[config.mk]
export PLATFORM = sky130hd
export DESIGN_NAME = flappy_scroll_ctrl
export DESIGN_NICKNAME = d
export VERILOG_FILES = /design/src/rtl/flappy_scroll_ctrl.sv
export SDC_FILE = /design/constraint.sdc
export NUM_CORES = 1
export LEC_CHECK = 0
export ABC_AREA = 1
export BUFFER_PORTS_ARGS = -buffer_cell sky130_fd_sc_hd__buf_2
export CAP_MARGIN = 20
export CORE_ASPECT_RATIO = 0.5
export CORE_MARGIN = 2
export CORE_UTILIZATION = 55
export DETAILED_ROUTE_END_ITERATION = 16
export GPL_TIMING_DRIVEN = 0
export PLACE_DENSITY = 0.85
export SYNTH_ARGS = -nofsm -noshare
export SYNTH_HDL_FRONTEND = slang
export SYNTH_SLANG_ARGS = --single-unit
[constraint.sdc]
create_clock -name clk_i -period 3.93 [get_ports clk_i]
set_input_delay 0.786 -clock clk_i [delete_from_list [all_inputs] [get_ports clk_i]]
set_output_delay 0.786 -clock clk_i [all_outputs]
set_load 0.005 [all_outputs]
[src/rtl/flappy_scroll_ctrl.sv]
// Flappy Bird scroll sequencer: IDLE/PLAY/OVER control, scroll-tick divider, pipe shift and score.
// Optional FLAPPY_SPEEDUP_EN shortens the tick period every 8 pipes passed.
module flappy_scroll_ctrl #(
  parameter int unsigned TICK_DIV  = 200,
  parameter int unsigned SHIFT_MAX = 16,
  parameter int unsigned SCORE_W   = 8,
  parameter int unsigned HOLDOFF   = 64
) (
  input  logic                         clk_i,
  input  logic                         rst_i,
  input  logic                         start_i,
  input  logic                         collision_i,
  input  logic                         pause_i,
  output logic [1:0]                   state_o,
  output logic                         scroll_tick_o,
  output logic [$clog2(SHIFT_MAX)-1:0] shift_o,
  output logic [SCORE_W-1:0]           pipe_cnt_o,
  output logic                         gameover_o,
  output logic                         clear_field_o
);

  localparam int unsigned DivW   = $clog2(TICK_DIV + 1);
  localparam int unsigned ShiftW = $clog2(SHIFT_MAX);
  localparam int unsigned HoldW  = (HOLDOFF > 1) ? $clog2(HOLDOFF) : 1;

  localparam logic [DivW-1:0]    TickDiv   = DivW'(TICK_DIV);
  localparam logic [ShiftW-1:0]  ShiftLast = ShiftW'(SHIFT_MAX - 1);
  localparam logic [HoldW-1:0]   HoldInit  = HoldW'(HOLDOFF - 1);
  localparam logic [SCORE_W-1:0] PipeMax   = '1;

  localparam logic [1:0] StIdle = 2'd0;
  localparam logic [1:0] StPlay = 2'd1;
  localparam logic [1:0] StOver = 2'd2;

  logic [1:0]         state_q, state_d;
  logic [DivW-1:0]    div_q, div_d;
  logic [ShiftW-1:0]  shift_q, shift_d;
  logic [SCORE_W-1:0] pipe_cnt_q, pipe_cnt_d;
  logic [HoldW-1:0]   hold_q, hold_d;
  logic               tick_q, tick_d;
  logic               clear_q, clear_d;
  logic               gameover_q, gameover_d;
  logic [DivW-1:0]    cur_div;
  logic [DivW-1:0]    div_last;

  assign div_last = cur_div - DivW'(1);

  always_comb begin
    state_d    = state_q;
    div_d      = div_q;
    shift_d    = shift_q;
    pipe_cnt_d = pipe_cnt_q;
    hold_d     = hold_q;
    tick_d     = 1'b0;
    clear_d    = 1'b0;
    case (state_q)
      StIdle: begin
        if (start_i) begin
          state_d    = StPlay;
          shift_d    = '0;
          pipe_cnt_d = '0;
          div_d      = '0;
          clear_d    = 1'b1;
        end
      end
      StPlay: begin
        // Collision wins over pause and over a same-cycle terminal count.
        if (collision_i) begin
          state_d = StOver;
          hold_d  = HoldInit;
        end else if (!pause_i) begin
          if (div_q == div_last) begin
            div_d  = '0;
            tick_d = 1'b1;
            if (shift_q == ShiftLast) begin
              shift_d = '0;
              if (pipe_cnt_q != PipeMax) begin
                pipe_cnt_d = pipe_cnt_q + SCORE_W'(1);
              end
            end else begin
              shift_d = shift_q + ShiftW'(1);
            end
          end else begin
            div_d = div_q + DivW'(1);
          end
        end
      end
      StOver: begin
        if (hold_q != '0) begin
          hold_d = hold_q - HoldW'(1);
        end else if (start_i) begin
          state_d = StIdle;
        end
      end
      default: begin
        state_d = StIdle;
      end
    endcase
    gameover_d = (state_d == StOver);
  end

  always_ff @(posedge clk_i or posedge rst_i) begin
    if (rst_i) begin
      state_q    <= StIdle;
      div_q      <= '0;
      shift_q    <= '0;
      pipe_cnt_q <= '0;
      hold_q     <= '0;
      tick_q     <= 1'b0;
      clear_q    <= 1'b0;
      gameover_q <= 1'b0;
    end else begin
      state_q    <= state_d;
      div_q      <= div_d;
      shift_q    <= shift_d;
      pipe_cnt_q <= pipe_cnt_d;
      hold_q     <= hold_d;
      tick_q     <= tick_d;
      clear_q    <= clear_d;
      gameover_q <= gameover_d;
    end
  end

`ifdef FLAPPY_SPEEDUP_EN
  localparam logic [DivW-1:0] DivStep = DivW'(TICK_DIV / 4);

  logic [DivW-1:0]    cur_div_q, cur_div_d;
  logic [SCORE_W-1:0] pipe_inc;
  logic               speed_step;

  always_comb begin
    pipe_inc   = pipe_cnt_q + SCORE_W'(1);
    // Step on the tick that moves the score onto a nonzero multiple of 8.
    speed_step = tick_d && (shift_q == ShiftLast) && (pipe_cnt_q != PipeMax) &&
                 (pipe_inc[2:0] == 3'd0);
    cur_div_d  = cur_div_q;
    if ((state_q == StIdle) && start_i) begin
      cur_div_d = TickDiv;
    end else if (speed_step) begin
      cur_div_d = (cur_div_q >= (DivStep << 1)) ? (cur_div_q - DivStep) : DivStep;
    end
  end

  always_ff @(posedge clk_i or posedge rst_i) begin
    if (rst_i) begin
      cur_div_q <= TickDiv;
    end else begin
      cur_div_q <= cur_div_d;
    end
  end

  assign cur_div = cur_div_q;
`else
  assign cur_div = TickDiv;
`endif

  assign state_o       = state_q;
  assign scroll_tick_o = tick_q;
  assign shift_o       = shift_q;
  assign pipe_cnt_o    = pipe_cnt_q;
  assign gameover_o    = gameover_q;
  assign clear_field_o = clear_q;

endmodule

; After elaboration in Yosys (flattened, before gate mapping)
; Cells that the tools add are included.
[totals]
out_inout_bits = 17
register_bits = 31
latch_bits = 0
n_memories = 0
inputBits = 5
ram_bits = 0
elab_cells = 65
rom_bits = 0
[classes]
shifts = 0
div = 0
multipliers = 0
n_eq_ne = 14
muxes = 31
bitwise_logic = 0
addsub = 4
order_cmp = 0
reduce_logical = 8
[ops]
columns = cell, count
row1 = two-way mux 8 bit, 9
row2 = case mux 8 bit (2 select lines), 2
row3 = two-way mux 4 bit, 5
row4 = "adder 8 x 1 -> 8 bit, second input constant", 2
row5 = "inequality test 2 bit, second input constant", 8
row6 = two-way mux 6 bit, 2
row7 = case mux 6 bit (2 select lines), 1
row8 = "equality test 8 bit, second input constant", 1
row9 = two-way mux 2 bit, 4
row10 = "inequality test 8 bit, second input constant", 1
row11 = case mux 4 bit (2 select lines), 1
row12 = AND reduction 7 bit, 1
row13 = two-way mux 1 bit, 6
row14 = case mux 2 bit (3 select lines), 1
row15 = nonzero test 6 bit, 1
row16 = "subtractor 6 x 1 -> 6 bit, second input constant", 1
row17 = AND reduction 5 bit, 1
row18 = "adder 4 x 1 -> 4 bit, second input constant", 1
row19 = "equality test 2 bit, second input constant", 2
row20 = "equality test 4 bit, second input constant", 1
row21 = AND reduction 4 bit, 1
row22 = nonzero test 2 bit, 2
row23 = AND reduction 3 bit, 1
row24 = "equality test 2 x 1 -> 1 bit, second input constant", 1
row25 = zero test 2 bit, 1

; Longest topological paths before layout
; Gate-level depths: netlist of the first run.
[logic_depth]
word_depth = 7
mapped_depth = 9
mapped_depth_nobuf = 9

; Worst setup path after synthesis of the first run
; OpenSTA, ideal clock, no wires.
[synth_timing]
path_kind = in2reg
from = in pause_i
to = reg shift_q[2] (netlist: shift_o[2])
t_arrival_ps = 1558
path_slack_ps = 2254
setup_ps = 118
cell_stages = 7
path_buffers = 1
t_required_ps = 3812
path_cell_list = a21oi_1 -> inv_2 -> nor2_8 -> nand2_4 -> buf_6 -> nand2_1 -> o21ai_2
[synth_between]
elab_chain_len = 2
[synth_rtl]
columns = item, line
row1 = from (decl), 13  ; input logic pause_i,
row2 = inequality test 2 bit (no line), n/a
row3 = AND reduction 5 bit (no line), n/a
row4 = to (signal assigned), 115  ; shift_q <= shift_d;
row5 = to (decl), 37  ; logic [ShiftW-1:0] shift_q, shift_d;
; Every way passes these cells.
; A chain may end at the register's enable or synchronous reset.

; Final worst setup path of the first run
[layout_timing]
from = reg state_q[0] (netlist: state_o[0])
to = out state_o[0]
[layout_lines]
columns = item, line
row1 = from (decl), 35  ; logic [1:0] state_q, state_d;
row2 = from (signal assigned), 104  ; state_q <= StIdle;
row3 = from (signal assigned), 113  ; state_q <= state_d;
row4 = to (decl), 14  ; output logic [1:0] state_o,
; No word-level cell between the ends.

==> impl_metrics.csv, run 1 <==
group,metric,value,unit
status,outcome,"completed",
detailed_routing,ant_nets,0,
worst_setup_path,critPathSlowestCell,"dfrtp_1",
detailed_routing,dr.pass1.iters,4,
sta,finClkSkew,0.003592,ns
worst_setup_path,worstSetupPathType,"reg2out",
global_route,met2_usage,38.13,%
sta,fmax,0.5735,GHz
logic_synthesis,netlist_area,1831,um2
floorplanning,die_h,44.80,um
sta,worstMarginPinSlew,0.4951,ns
worst_setup_path,regToRegSetupSlack,2.29,ns
worst_hold_path,worstHoldPathCells,2,
floorplanning,io_pins,22,
final_layout,nets,278,
logic_synthesis,synth_edf_count,0,
power_and_ir_drop,leakage,1.075,nW
floorplanning,initial_core_util,59.38,%
detailed_routing,drt-vias-per-instance,5.262,
final_layout,seqCellArea,775.7,um2
final_layout,drive_above_1_share,18.22,%
worst_setup_path,cp_data_arrival_time,0.96,ns
detailed_routing,wl,3.696,mm
sta,slew_headroom,66.96,%
detailed_routing,route.detailed.drc,0,
logic_synthesis,synth.most_common_cell,"nand2_1",
floorplanning,fp.dieW,85.59,um
logic_synthesis,synth_seq_cells,31,
global_route,grt_pass1_vias,1474,
clock_tree,clock-root-buffer,"clkbuf_8",
clock_tree,path_clk_slew,0.07,ns
sta,setup_viol,0,
power_and_ir_drop,vdd_ir_drop_max,0.0003319,V
logic_synthesis,ys_seq_area_share,42.38,%
final_layout,post-route-util,69.12,%
clock_tree,clock_latency,0.27,ns
final_layout,multi_input_area,935.9,um2
worst_hold_path,min_to,"hold_q[5]",
logic_synthesis,yosys_warnings,0,
worst_setup_path,cp_max_fo,7,
detailed_routing,vias,1626,
worst_setup_path,r2r_end,"shift_o[3]",
global_route,grt_max_degree,23,
sta,rsz0062_at_grt,"false",
clock_tree,numCtsBuffers,5,
floorplanning,core_area,3083,um2
sta,setup_tns,0,ns
global_route,use_met3,5.667,%
floorplanning,rows,14,
power_and_ir_drop,power_per_cell_area,623.1,nW/um2
worst_setup_path,cp.required,3.14,ns
global_route,busiest_layer,"met2",
sta,slew_viol_final,0,
worst_setup_path,path_cells,"buf_2",
clock_tree,cts_tree,"done",
global_route,track_usage,21.07,%
logic_synthesis,ys.flop_type,"dfrtp_1",
detailed_routing,initialDrtViolationCount,106,
logic_synthesis,postSynthAreaPerCell,7.659,um2
worst_setup_path,crit_buf_inv,1,
worst_setup_path,slowest_delay,0.51,ns
final_layout,fill_cells,232,
worst_setup_path,r2r-start,"div_q[1]",
placed_design,portBuffers,21,
sta,fin_crit,1.744,ns
placed_design,hpwlAfterDp,2.619,mm
worst_hold_path,hp-class,"reg2reg",
global_route,use_met1,25.38,%
clock_tree,postCtsHoldBufs,0,
clock_tree,cts_resized,0,
global_route,grt_pass1_wl,6.272,mm
sta,finalCritPeriodShare,44.37,%
worst_setup_path,worstSetupStartpointType,"flip-flop",
worst_setup_path,worstRegToRegCells,9,
detailed_routing,wl_per_cell,11.96,um
placed_design,routabilityCongestion,0.8383,
final_layout,area_growth,16.40,%
logic_synthesis,synth_nets,249,
run,maxCapViolCount,0,
clock_tree,cts_setup_buffers,0,
logic_synthesis,async_flop_share,100.0,%
floorplanning,dieArea,3834,um2
logic_synthesis,yosys.area.top_type,"dfrtp_1",
logic_synthesis,synth_common_cells,"71 x nand2_1, 31 x dfrtp_1, 30 x nor2_1, 24 x inv_1, 21 x nand3_1",
sta,hold_violations,0,
global_route,antenna_found_initial,0,
global_route,grt-ovfl-total,0,
logic_synthesis,synth_top_area_share,42.38,%
clock_tree,clockBufferDepth,2,
logic_synthesis,synth_area_leaders,"dfrtp_1 42%, nand2_1 15%, nor2_1 6.2%, nand3_1 5.7%, inv_1 4.9%",
final_layout,antennaDiodeCount,0,
clock_tree,clock-sinks,31,
clock_tree,ctsHtreeMaxLevel,2,
logic_synthesis,yosysUniqueCellTypes,29,
worst_hold_path,hp-start,"hold_q[5]",
logic_synthesis,netlist_instances,239,
worst_setup_path,cp-end-kind,"primary output",
worst_setup_path,critPathTopFamily,"flip-flops",
==> where the power goes <==
| group | internal [W] | leakage (nW) | switching [W] | total [W] |
|---|---|---|---|---|
| Sequential | 0.000393 | 0.406 | 0.0000617 | 0.000455 |
| Combinational | 0.000179 | 0.607 | 0.000369 | 0.000547 |
| Clock | 0.000205 | 0.0612 | 0.000120 | 0.000326 |
==> cell families (layout without fill, tap and decap cells) <==
kind of cell	Yosys count	in the layout	synth area share [%]
AOI/OAI and AO/OA	24	24	7.655
xor gates and xnor gates	5	5	2.392
adders and majority gates	5	5	3.418
buffers and inverters	29	59	6.494
DFF	31	31	42.38
and+or+nand+nor	145	145	37.66
==> flip-flops by register name, indices dropped and copies added (netlist names) <==
| signal | flops |
|---|---|
| div_q | 8 |
| pipe_cnt_o | 8 |
| hold_q | 6 |
| shift_o | 4 |
| state_o | 2 |
| clear_field_o | 1 |
| gameover_o | 1 |
| scroll_tick_o | 1 |
==> routing by layer <==
layer | wire [um] | vias up
li1 | - | 829
met1 | 1708 | 761
met2 | 1780 | 30
met3 | 167 | 6
met4 | 40 | 0
met5 | 0 | -
==> worst max-delay path by stage <==
| stage | end | slack, ns | startpoint | cells past startpoint |
|---|---|---|---|---|
| 4_1_cts | state_o[0] | 2.18 | state_o[0] | 1 |
| 5_1_grt | shift_o[3] | 2.13 | div_q[1] | 9 |
| 6_report | state_o[0] | 2.19 | state_o[0] | 1 |
| 3_5_place_dp | shift_o[2] | 2.02 | pause_i | 8 |
| 3_3_place_gp | shift_o[2] | 2.01 | rst_i | 2 |
| 2_1_floorplan | shift_o[2] | 2.25 | pause_i | 7 |
==> placed cells by master (no fill, tap or decap), types with 2 or more instances in the layout <==
cell type,count
nand2_1,71
ha_1,5
buf_2,21
nand2_4,3
nand4_1,8
xor2_1,4
nand3_2,2
a21oi_1,5
nor2_1,30
inv_1,24
clkbuf_8,6
nand3_1,21
o21ai_0,13
dfrtp_1,31
o21ai_2,4
inv_2,3
==> metrics by stage <==
step | cell area [um2] | hold WS, ns | instances | setup slack (ns) | total power [W]
floorplan | 1831 | 0.4490 | 239 | 2.254 | 0.0008705
global placement | 1986 | 0.4674 | 300 | 2.010 | 0.0009800
detailed placement | 2013 | 0.4720 | 301 | 2.016 | 0.001000
CTS | 2131 | 0.4908 | 309 | 2.179 | 0.001331
global route | 2131 | 0.5470 | 309 | 2.128 | 0.001430
finish | 2131 | 0.4979 | 309 | 2.186 | 0.001328
==> layout make-up <==
cell class / count / area share [%]
Buffer: 1 / 0.5285
Clock buffer: 6 / 3.876
Clock inverter: 2 / 1.644
Inverter: 28 / 5.050
Multi-Input combinational cell: 179 / 43.92
Sequential cell: 31 / 36.41
Tap cell: 40 / 2.349
Timing Repair Buffer: 22 / 6.224
(Power assumes the default switching activity.)
==> run 2, diff against run 1 <==
- CORE_UTILIZATION: 55 -> 52
- PLACE_DENSITY: 0.85 -> 0.84
- clock period: 3.93 -> 1.47 ns (I/O delays scaled with it)
==> run 2 against run 1 <==
Against the previous run:
- clock skew is 0.0034 ns higher
- global-route usage is 0.86 points lower
- largest cell class unchanged
- largest power group unchanged
- count of clock-buffer cells in the layout stayed put
- sequential share of layout area is 1.6 points lower
- wire length is 10% higher
- utilization is 3.2 points lower
- hold slack worse by 0.38 ns
- cell area is 5.1% higher
- first-iteration DRC count is 54% higher
==> impl_metrics.csv, run 2 (synthesis gave the netlist of run 1 again) <==
group,metric,value,unit
run,maxCapViolCount,0,
clock_tree,clockBufferDepth,2,
detailed_routing,ant_nets,0,
detailed_routing,wl_per_cell,12.58,um
sta,slew_headroom,53.58,%
placed_design,portBuffers,21,
worst_setup_path,regToRegSetupSlack,0.05,ns
worst_setup_path,worstSetupPathType,"reg2reg",
placed_design,post-place-ws,-0.1384,ns
worst_hold_path,hp-class,"in2async",
sta,finClkSkew,0.006975,ns
worst_setup_path,r2r-start,"state_o[0]",
clock_tree,ctsHtreeMaxLevel,2,
sta,setup_viol,0,
detailed_routing,wl,4.075,mm
floorplanning,rows,15,
worst_setup_path,cp.required,1.64,ns
worst_setup_path,cp_max_fo,8,
global_route,antenna_found_initial,0,
worst_setup_path,r2r_end,"pipe_cnt_o[2]",
placed_design,place_area,2027,um2
power_and_ir_drop,power_per_cell_area,1595,nW/um2
power_and_ir_drop,p_total,0.003573,W
final_layout,final_cell_mix,"63 x nand2_1, 28 x dfrtp_1, 27 x nor2_1",
sta,hold_violations,0,
final_layout,nets,284,
floorplanning,fp.dieW,87.91,um
clock_tree,path_clk_slew,0.07,ns
worst_setup_path,cp-end-kind,"flip-flop",
worst_setup_path,slowest_delay,0.50,ns
placed_design,routabilityCongestion,0.8193,
floorplanning,dieArea,4040,um2
final_layout,post-route-util,65.93,%
final_layout,final_common_cell,"nand2_1",
worst_setup_path,path_cells,"a21oi_2 -> inv_2 -> nor2_8 -> nand4_4 -> nand2_1 -> nand2_1",
sta,fin_ws,0.05347,ns
floorplanning,die_h,45.96,um
sta,rsz0062_at_grt,"true",
worst_setup_path,cp_data_arrival_time,1.58,ns
detailed_routing,drt-vias-per-instance,5.154,
sta,slew_viol_final,0,
floorplanning,initial_core_util,53.89,%
sta,finalCritPeriodShare,96.36,%
floorplanning,core_area,3397,um2
clock_tree,clock-sinks,31,
final_layout,antennaDiodeCount,0,
sta,timing.hold.ws,0.1203,ns
worst_setup_path,worstRegToRegCells,6,
final_layout,fill_cells,259,
global_route,grt_max_degree,17,
detailed_routing,route.detailed.drc,0,
detailed_routing,initialDrtViolationCount,163,
global_route,grt_pass1_vias,1508,
worst_setup_path,critPathSlowestCell,"dfrtp_2",
worst_setup_path,crit_top_cell,"nand2_1",
final_layout,design_area,2240,um2
power_and_ir_drop,leakage,1.112,nW
detailed_routing,vias,1670,
status,outcome,"completed",
global_route,grt_pass1_wl,6.154,mm
clock_tree,numCtsBuffers,5,
power_and_ir_drop,vdd_ir_drop_max,0.0007659,V
clock_tree,cts_tree,"done",
placed_design,hpwlAfterDp,2.668,mm
final_layout,drive_above_1_share,25.27,%
final_layout,area_growth,22.35,%
clock_tree,clock_latency,0.28,ns
global_route,grt-ovfl-total,0,
global_route,track_usage,20.21,%
floorplanning,io_pins,22,
clock_tree,clock-root-buffer,"clkbuf_8",
sta,worstMarginPinSlew,0.6955,ns
detailed_routing,dr.pass1.iters,4,
sta,fin_crit,1.417,ns
worst_setup_path,worstSetupStartpointType,"flip-flop",
sta,fmax,0.7060,GHz
[run 2: cell types whose count changed in the layout (fill, tap and decap cells not counted), moves of 3 or more]
cell and change:
dfrtp_1 -3, dfrtp_2 +3, nor2_1 -3, buf_4 +6, nand2_1 -8, nand2_2 +6
[run 2: how the worst max path moves through the flow]
stage / start / end / slack [ns] / cells past startpoint
after floorplan: div_q[1] / shift_o[2] / 0.05 / 9
after global placement: div_q[1] / shift_o[3] / -0.13 / 9
after detailed placement: div_q[1] / shift_o[2] / -0.14 / 9
after CTS: div_q[1] / shift_o[2] / -0.000003 / 9
after global routing: state_o[0] / pipe_cnt_o[2] / -0.04 / 7
final: state_o[0] / pipe_cnt_o[2] / 0.05 / 6
[run 2: critical path, delay by kind of cell (launching register included)]
family | cells | cell delay (ns)
DFF | 1 | 0.50
buffers and inverters | 1 | 0.08
and+or+nand+nor | 4 | 0.53
AOI/OAI and AO/OA | 1 | 0.19
[run 2: report_power, final]
group	leakage (nW)	total, W	switching (W)	internal (W)
Combinational	0.672	0.00170	0.00108	0.000614
Sequential	0.403	0.00126	0.000199	0.00106
Clock	0.0371	0.000619	0.000303	0.000315
[run 2: layout make-up]
type | count | area [um2] | area share, %
Buffer | 1 | 15.01 | 0.6704
Clock buffer | 6 | 72.57 | 3.240
Multi-Input combinational cell | 179 | 1021 | 45.59
Sequential cell | 31 | 779.5 | 34.80
Inverter | 28 | 110.1 | 4.916
Timing Repair Buffer | 28 | 177.7 | 7.933
Tap cell | 51 | 63.81 | 2.849
[run 2: routing by layer]
layer	wire length [um]	vias to the layer above	part of all wire [%]	GRT usage [%]
met5	0	-	0	0
met4	60	0	1.5	7.077
met3	162	8	4.0	5.072
met2	2116	38	52	37.12
met1	1736	785	43	23.60
li1	-	839	-	-
[run 2: repair_timing]
action,CTS,global route
buffers inserted,0,6
setup endpoints to repair,18,22
hold buffers,0,0
pin swaps,0,5
gates resized for setup,7,19
[run 2: metrics by stage]
| stage | cells | setup TNS, ns |
|---|---|---|
| floorplan | 239 | 0 |
| global placement | 311 | -1.490 |
| detailed placement | 312 | -1.803 |
| CTS | 318 | -0.000003220 |
| global route | 324 | -0.2364 |
| finish | 324 | 0 |
